===== src/rtl/ram_port_arbiter.sv =====
// rtl/ram_port_arbiter.sv - Post-reset RAM clear and round-robin two-port arbiter for a single-port RAM
//
// Ports:
//   clock, reset_n                  : single clock, asynchronous active-low reset
//   a_req/a_we/a_addr/a_wdata       : port A request, held until a_ack
//   a_ack                           : port A grant, combinational in the granted cycle
//   a_rvalid/a_rdata                : port A read data, one cycle after a read grant
//   b_*                             : same as port A, for port B
//   mem_address/mem_wren/
//   mem_write_data/mem_read_data    : synchronous single-port RAM interface
//   clear_done                      : high once the post-reset clear has finished
module ram_port_arbiter #(
  parameter int unsigned       WIDTH = 8,
  parameter int unsigned       WORDS = 2048,
  parameter logic [WIDTH-1:0]  FILL  = '0,
  localparam int unsigned      ADDR_BITS = (WORDS > 1) ? $clog2(WORDS) : 1
) (
  input  logic                 clock,
  input  logic                 reset_n,

  input  logic                 a_req,
  input  logic                 a_we,
  input  logic [ADDR_BITS-1:0] a_addr,
  input  logic [WIDTH-1:0]     a_wdata,
  output logic                 a_ack,
  output logic                 a_rvalid,
  output logic [WIDTH-1:0]     a_rdata,

  input  logic                 b_req,
  input  logic                 b_we,
  input  logic [ADDR_BITS-1:0] b_addr,
  input  logic [WIDTH-1:0]     b_wdata,
  output logic                 b_ack,
  output logic                 b_rvalid,
  output logic [WIDTH-1:0]     b_rdata,

  output logic [ADDR_BITS-1:0] mem_address,
  output logic                 mem_wren,
  output logic [WIDTH-1:0]     mem_write_data,
  input  logic [WIDTH-1:0]     mem_read_data,

  output logic                 clear_done
);

  typedef enum logic {
    ST_CLEAR = 1'b0,
    ST_RUN   = 1'b1
  } state_e;

  localparam logic [ADDR_BITS-1:0] LAST_ADDR = ADDR_BITS'(WORDS - 1);

  state_e                 state_q, state_d;
  logic [ADDR_BITS-1:0]   cnt_q, cnt_d;
  // rr_last_q: 0 = A was granted last, 1 = B was granted last
  logic                   rr_last_q, rr_last_d;
  logic [ADDR_BITS-1:0]   last_addr_q, last_addr_d;
  logic                   a_rvalid_q, a_rvalid_d;
  logic                   b_rvalid_q, b_rvalid_d;
  logic                   clear_done_q, clear_done_d;

  logic                   grant_a, grant_b;
  logic [ADDR_BITS-1:0]   mem_addr_c;
  logic                   mem_wren_c;
  logic [WIDTH-1:0]       mem_wdata_c;

  always_ff @(posedge clock or negedge reset_n) begin
    if (!reset_n) begin
      state_q      <= ST_CLEAR;
      cnt_q        <= '0;
      rr_last_q    <= 1'b1;
      last_addr_q  <= '0;
      a_rvalid_q   <= 1'b0;
      b_rvalid_q   <= 1'b0;
      clear_done_q <= 1'b0;
    end else begin
      state_q      <= state_d;
      cnt_q        <= cnt_d;
      rr_last_q    <= rr_last_d;
      last_addr_q  <= last_addr_d;
      a_rvalid_q   <= a_rvalid_d;
      b_rvalid_q   <= b_rvalid_d;
      clear_done_q <= clear_done_d;
    end
  end

  always_comb begin
    state_d      = state_q;
    cnt_d        = cnt_q;
    rr_last_d    = rr_last_q;
    last_addr_d  = last_addr_q;
    clear_done_d = clear_done_q;
    a_rvalid_d   = 1'b0;
    b_rvalid_d   = 1'b0;
    grant_a      = 1'b0;
    grant_b      = 1'b0;
    // Idle RUN cycles park the RAM port on the last granted address
    mem_addr_c   = last_addr_q;
    mem_wren_c   = 1'b0;
    mem_wdata_c  = FILL;

    case (state_q)
      ST_CLEAR: begin
        mem_addr_c  = cnt_q;
        mem_wren_c  = 1'b1;
        mem_wdata_c = FILL;
        cnt_d       = cnt_q + ADDR_BITS'(1);
        if (cnt_q == LAST_ADDR) begin
          state_d      = ST_RUN;
          clear_done_d = 1'b1;
          cnt_d        = '0;
        end
      end

      ST_RUN: begin
        // On a tie the port not granted last time wins
        grant_a = a_req && (!b_req || rr_last_q);
        grant_b = b_req && !grant_a;
        if (grant_a) begin
          mem_addr_c  = a_addr;
          mem_wren_c  = a_we;
          mem_wdata_c = a_wdata;
          last_addr_d = a_addr;
          rr_last_d   = 1'b0;
          a_rvalid_d  = !a_we;
        end else if (grant_b) begin
          mem_addr_c  = b_addr;
          mem_wren_c  = b_we;
          mem_wdata_c = b_wdata;
          last_addr_d = b_addr;
          rr_last_d   = 1'b1;
          b_rvalid_d  = !b_we;
        end
      end

      default: begin
        state_d = ST_CLEAR;
      end
    endcase
  end

  assign a_ack          = grant_a;
  assign b_ack          = grant_b;
  assign a_rvalid       = a_rvalid_q;
  assign b_rvalid       = b_rvalid_q;
  // Both ports see the RAM output; rvalid alone says whose data it is
  assign a_rdata        = mem_read_data;
  assign b_rdata        = mem_read_data;
  assign mem_address    = mem_addr_c;
  // Reset state is CLEAR, so the write enable must be gated while reset is held
  assign mem_wren       = reset_n & mem_wren_c;
  assign mem_write_data = mem_wdata_c;
  assign clear_done     = clear_done_q;

endmodule


===== config.mk =====
export PLATFORM = sky130hd
export DESIGN_NAME = ram_port_arbiter
export DESIGN_NICKNAME = d
export VERILOG_FILES = /design/src/rtl/ram_port_arbiter.sv
export SDC_FILE = /design/constraint.sdc
export NUM_CORES = 1
export LEC_CHECK = 0
export BUFFER_PORTS_ARGS = -buffer_cell sky130_fd_sc_hd__buf_4
export CORE_MARGIN = 1.5
export CORE_UTILIZATION = 25
export CTS_CLUSTER_DIAMETER = 150
export DETAILED_ROUTE_END_ITERATION = 6
export SETUP_SLACK_MARGIN = 0.1
export SYNTH_ARGS = -nofsm -noshare
export SYNTH_HDL_FRONTEND = slang
export SYNTH_SLANG_ARGS = --single-unit

===== constraint.sdc =====
create_clock -name clock -period 3.5 [get_ports clock]
set_input_delay 0.35 -clock clock [delete_from_list [all_inputs] [get_ports clock]]
set_output_delay 0.35 -clock clock [all_outputs]
set_load 0.01 [all_outputs]

## Word level (Yosys, flattened, before mapping)

Cells that the tools add are included.

- $add $sub $neg: 1
- Equality and inequality tests: 1
- Multiplexer cells: 21
- Bitwise operators: 2
- Reductions and logical operators: 10

Operator list:

| kind | count |
|---|---|
| two-way mux 11 bit | 3 |
| case mux 11 bit (2 select lines) | 1 |
| two-way mux 8 bit | 2 |
| case mux 8 bit (2 select lines) | 1 |
| two-way mux 1 bit | 13 |
| adder 11 x 1 -> 11 bit, second input constant | 1 |
| == test 11 bit, second input constant | 1 |
| logical NOT 1 bit | 4 |
| AND reduction 2 bit | 2 |
| logical AND 1 bit | 2 |
| case mux 1 bit (2 select lines) | 1 |
| nonzero test 2 bit | 1 |
| bitwise AND 1 bit | 1 |
| logical OR 1 bit | 1 |
| NOT 1 bit | 1 |

- Register bits after elaboration: 27
- Input port bits: 52
- Output and inout bits: 41

## Longest topological paths before layout

- Depth after elaboration: 9
- Gate-level depth with buffers: 5
- Gate-level depth less buffers: 4

## Worst setup path after synthesis

No wires, ideal clock.

- Kind: register -> output
- Start: register rr_last_q
- End: output port mem_address[8]
- Data arrival time: 1277 ps
- Setup slack: 1873 ps
- Cell stages (with the launch flop): 5
- Cell sequence: dfstp_2 > nand2b_2 > buf_2 > a221oi_2 > o31ai_1

- Cells in the longest elaborated chain, start to end: 7

Ends and longest elaborated chain:

| what | RTL line | source |
|---|---|---|
| start: declaration | 55 | `logic rr_last_q, rr_last_d;` |
| start signal: assignment | 78 | `rr_last_q <= rr_last_d;` |
| logical OR 1 bit (*) | 116 | `grant_a = a_req && (!b_req \|\| rr_last_q);` |
| logical AND 1 bit (*) | 116 |  |
| logical NOT 1 bit | 117 | `grant_b = b_req && !grant_a;` |
| logical AND 1 bit | 117 |  |
| two-way mux 11 bit | n/a |  |
| two-way mux 11 bit (*) | n/a |  |
| case mux 11 bit (2 select lines) (*) | 101 | `case (state_q)` |
| end: declaration | 37 | `output logic [ADDR_BITS-1:0] mem_address,` |

Mark *: on every way between the ends. The rest lies on a longest branch, timed or not.

## Worst setup path in the final report

- Start: register rr_last_q
- End: output port mem_address[3]

The elaborated chain is that of the path after synthesis.

==> run_results.csv <==
group,metric,value,unit
synthesis,syn_inst,231,
die,fp.dieArea,8670,um^2
final_layout,fin_area,2510,um^2
synthesis,synth_most_common_cell,"nand2_1",
synthesis,syn_area_per_cell,8.79,um^2
synthesis,synth_area,2030,um^2
timing,max_clock_freq,0.404,GHz
global_route,track_usage,11.7,%
critical_path,worst-path-buf-inv,2,
final_layout,nFillCells,813,
timing,setup_tns,0,ns
hold_path,hp-start,"a_we",
synthesis,seq_area_frac_synth,33.3,%
critical_path,critical_path_class,"register to primary output",
critical_path,path_max_fanout,30,
routing,drt_first_pass_iters,4,
critical_path,crit_path_start_kind,"register",
routing,drtAntennaViolNets,0,
critical_path,crit_family,"buffers and inverters",
synthesis,synth_simple_gate_area_share,26.7,%
placement,postPlaceCellArea,2460,um^2
timing,hold_viol_final,0,
routing,drc,0,
critical_path,r2r_start,"rr_last_q",
clocking,ctsLongestPathBuffers,2,
critical_path,end_kind,"primary output",
critical_path,critical_path_required,3.15,ns
die,fp.dieH,93.1,um
synthesis,synth_edf_count,0,
timing,rsz0062_at_grt,"false",
hold_path,hold_path_class,"primary input to register",
die,row_count,32,
final_layout,nNetsFinal,325,
timing,setup_viol,0,
clocking,cts_buffers,3,
clocking,cts_sinks,27,
placement,gp_congestion,0.747,
critical_path,cp_common_cell,"buf_4",
synthesis,synth_seq_cells,27,
pwr,leakage,1.14,nW
placement,dpl.hpwl,3560,um
final_layout,diodes,0,
synthesis,synth_nets,284,
clocking,cts_root_buf,"clkbuf_8",
synthesis,ys_types,42,
synthesis,synth_warnings,0,
critical_path,reg2regPathDepth,4,
synthesis,synth_area_leaders,"dfrtp_1 32%, a221oi_2 8.1%, o31ai_1 8.1%, nand2_1 7.6%, buf_4 6.7%",
critical_path,slowest_delay,0.55,ns
placement,port_buffers,68,
critical_path,timing.rr.end,"last_addr_q[5]",
global_route,grt_pass1_wl,8200,um
global_route,grt_max_degree,55,
synthesis,synth_common_cells,"41 x nand2_1, 26 x dfrtp_1, 22 x o31ai_1",
timing,tightest_slew,0.813,ns
die,die_x,93.1,um
die,initial_core_util,26.0,%
synthesis,synth_top_family_by_area,"simple AND/OR/NAND/NOR gates",
critical_path,cp_data_arrival_time,2.13,ns
die,core_region_area,7810,um^2
pwr,ir_worst_vdd,0.107,mV
final_layout,drive_above_1_share,33.6,%
die,ioPinCount,93,
synthesis,synth_top_area_share,32.0,%
clocking,cts_tree,"yes",
final_layout,syn_to_final_growth,23.8,%
clocking,postCtsSetupBuffers,0,
critical_path,r2r_setup_slack,1.81,ns
timing,slew_viol_final,0,
critical_path,path_cells,"nand2b_2 > buf_4 > a221oi_2 > o31ai_1 > buf_4",
timing,slew_headroom,45.7,%
pwr,powerDensity,237,nW/um^2
synthesis,synth_xor_area_share,2.16,%
synthesis,synthMuxAreaShare,0,%
routing,routed_wl,4960,um
routing,drtIter0Drc,143,
global_route,antenna_found_initial,0,
hold_path,hold_depth,2,
flow_run,cap_violations,0,
critical_path,slowest_stage,"dfstp_2",
synthesis,ys.flop_type,"dfrtp_1",
routing,viasPerCell,4.75,
timing,period_share,70.8,%
global_route,grt_pass1_vias,1621,
clocking,clock_latency,0.27,ns
synthesis,synthAdderAreaFrac,0.616,%
clocking,clkTransAtPathRegs,0.09,ns
timing,finalClockSkew,0.00457,ns
synthesis,async_flop_share,100,%
synthesis,synth_compound_area_share,25.6,%
status,status,"finished, final reports clean",
global_route,gr-total-overflow,0,
synthesis,synth_top_area_cell,"dfrtp_1",
hold_path,holdPathEnd,"a_rvalid",
routing,wire_per_inst,13.3,um
routing,vias,1772,
timing,finalCriticalPeriod,2.48,ns
clocking,htree_levels,1,
[flip-flops by register name (all words and copies together), names as in the netlist]
register and cells:
a_rvalid 1, b_rvalid 1, clear_done 1, cnt_q 11
last_addr_q 11, rr_last_q 1, state_q 1
[per-layer routing]
metal / wire length (um) / GRT usage (%) / share of wire, % / vias to the layer above
met2: 2350 / 17.6 / 47 / 45
met5: 0 / 0 / 0 / -
met1: 2340 / 17.3 / 47 / 827
li1: - / - / - / 898
met3: 254 / 2.44 / 5.1 / 2
met4: 19 / 1.89 / 0.38 / 0
[worst reg2reg max path, stage by stage (launching register included)]
cell      delay (ns)
dfstp_2         0.55
nand2b_2        0.29
buf_4           0.37
and3b_1         0.26
o31ai_1         0.08
[worst max-delay path by stage]
stage | start | end | slack, ns | cells past startpoint
floorplan | rr_last_q | mem_address[8] | 1.87 | 4
global placement | b_req | mem_address[3] | 1.11 | 6
detailed placement | b_req | mem_address[3] | 1.08 | 6
CTS | rr_last_q | mem_address[3] | 1.00 | 5
global route | rr_last_q | mem_address[3] | 0.88 | 5
finish | rr_last_q | mem_address[3] | 1.02 | 5
[where the power goes]
part	total (W)	switching, W	internal [W]
Clock	0.000179	0.0000973	0.0000815
Sequential	0.000312	0	0.000312
Combinational	0.000105	0.0000526	0.0000520
Total	0.000595	0.000150	0.000445
[area by class of cell]
cell class	count	area [um^2]	area share (%)
inverter	5	18.8	0.746
timing repair buffer	70	528	21.0
sequential	27	677	26.9
multi-input combinational	165	1120	44.5
clock buffer	4	45.0	1.79
tap	102	128	5.07
[metrics by stage]
stage / power (W) / hold WS (ns) / utilization (%) / setup slack (ns) / cells
3_5_place_dp: 0.000424 / 0.300 / 31.5 / 1.08 / 368
2_1_floorplan: 0.000391 / 0.0544 / - / 1.87 / 231
5_1_grt: 0.000625 / 0.211 / 32.2 / 0.876 / 373
6_report: 0.000595 / 0.223 / 32.2 / 1.02 / 373
3_3_place_gp: 0.000422 / 0.299 / 31.5 / 1.11 / 368
4_1_cts: 0.000604 / 0.218 / 32.2 / 1.00 / 373
[logic make-up (layout without fill, tap and decap cells)]
group / after synthesis / count (layout)
simple gates: 95 / 95
compound gates: 64 / 64
buf+inv: 39 / 79
flops: 27 / 27
xor+xnor: 5 / 5
fa+ha+maj: 1 / 1
[layout by cell type, fill, tap and decap left out, types with 3 or more instances in the layout]
cell type	n
nand3_1	9
o21ai_0	4
or2_1	3
a21o_1	8
xnor2_1	3
a221oi_2	11
buf_4	69
a21oi_1	12
nand2_1	41
dfrtp_1	26
nor2b_1	11
clkbuf_8	3
inv_1	4
and3b_1	11
o31ai_1	22
[timing repair]
item / in CTS / in global routing
hold endpoints to repair: 1 / 0
resized for setup: 0 / 0
hold buffers: 1 / 0
Note: power is estimated with default switching activity, not from simulation.
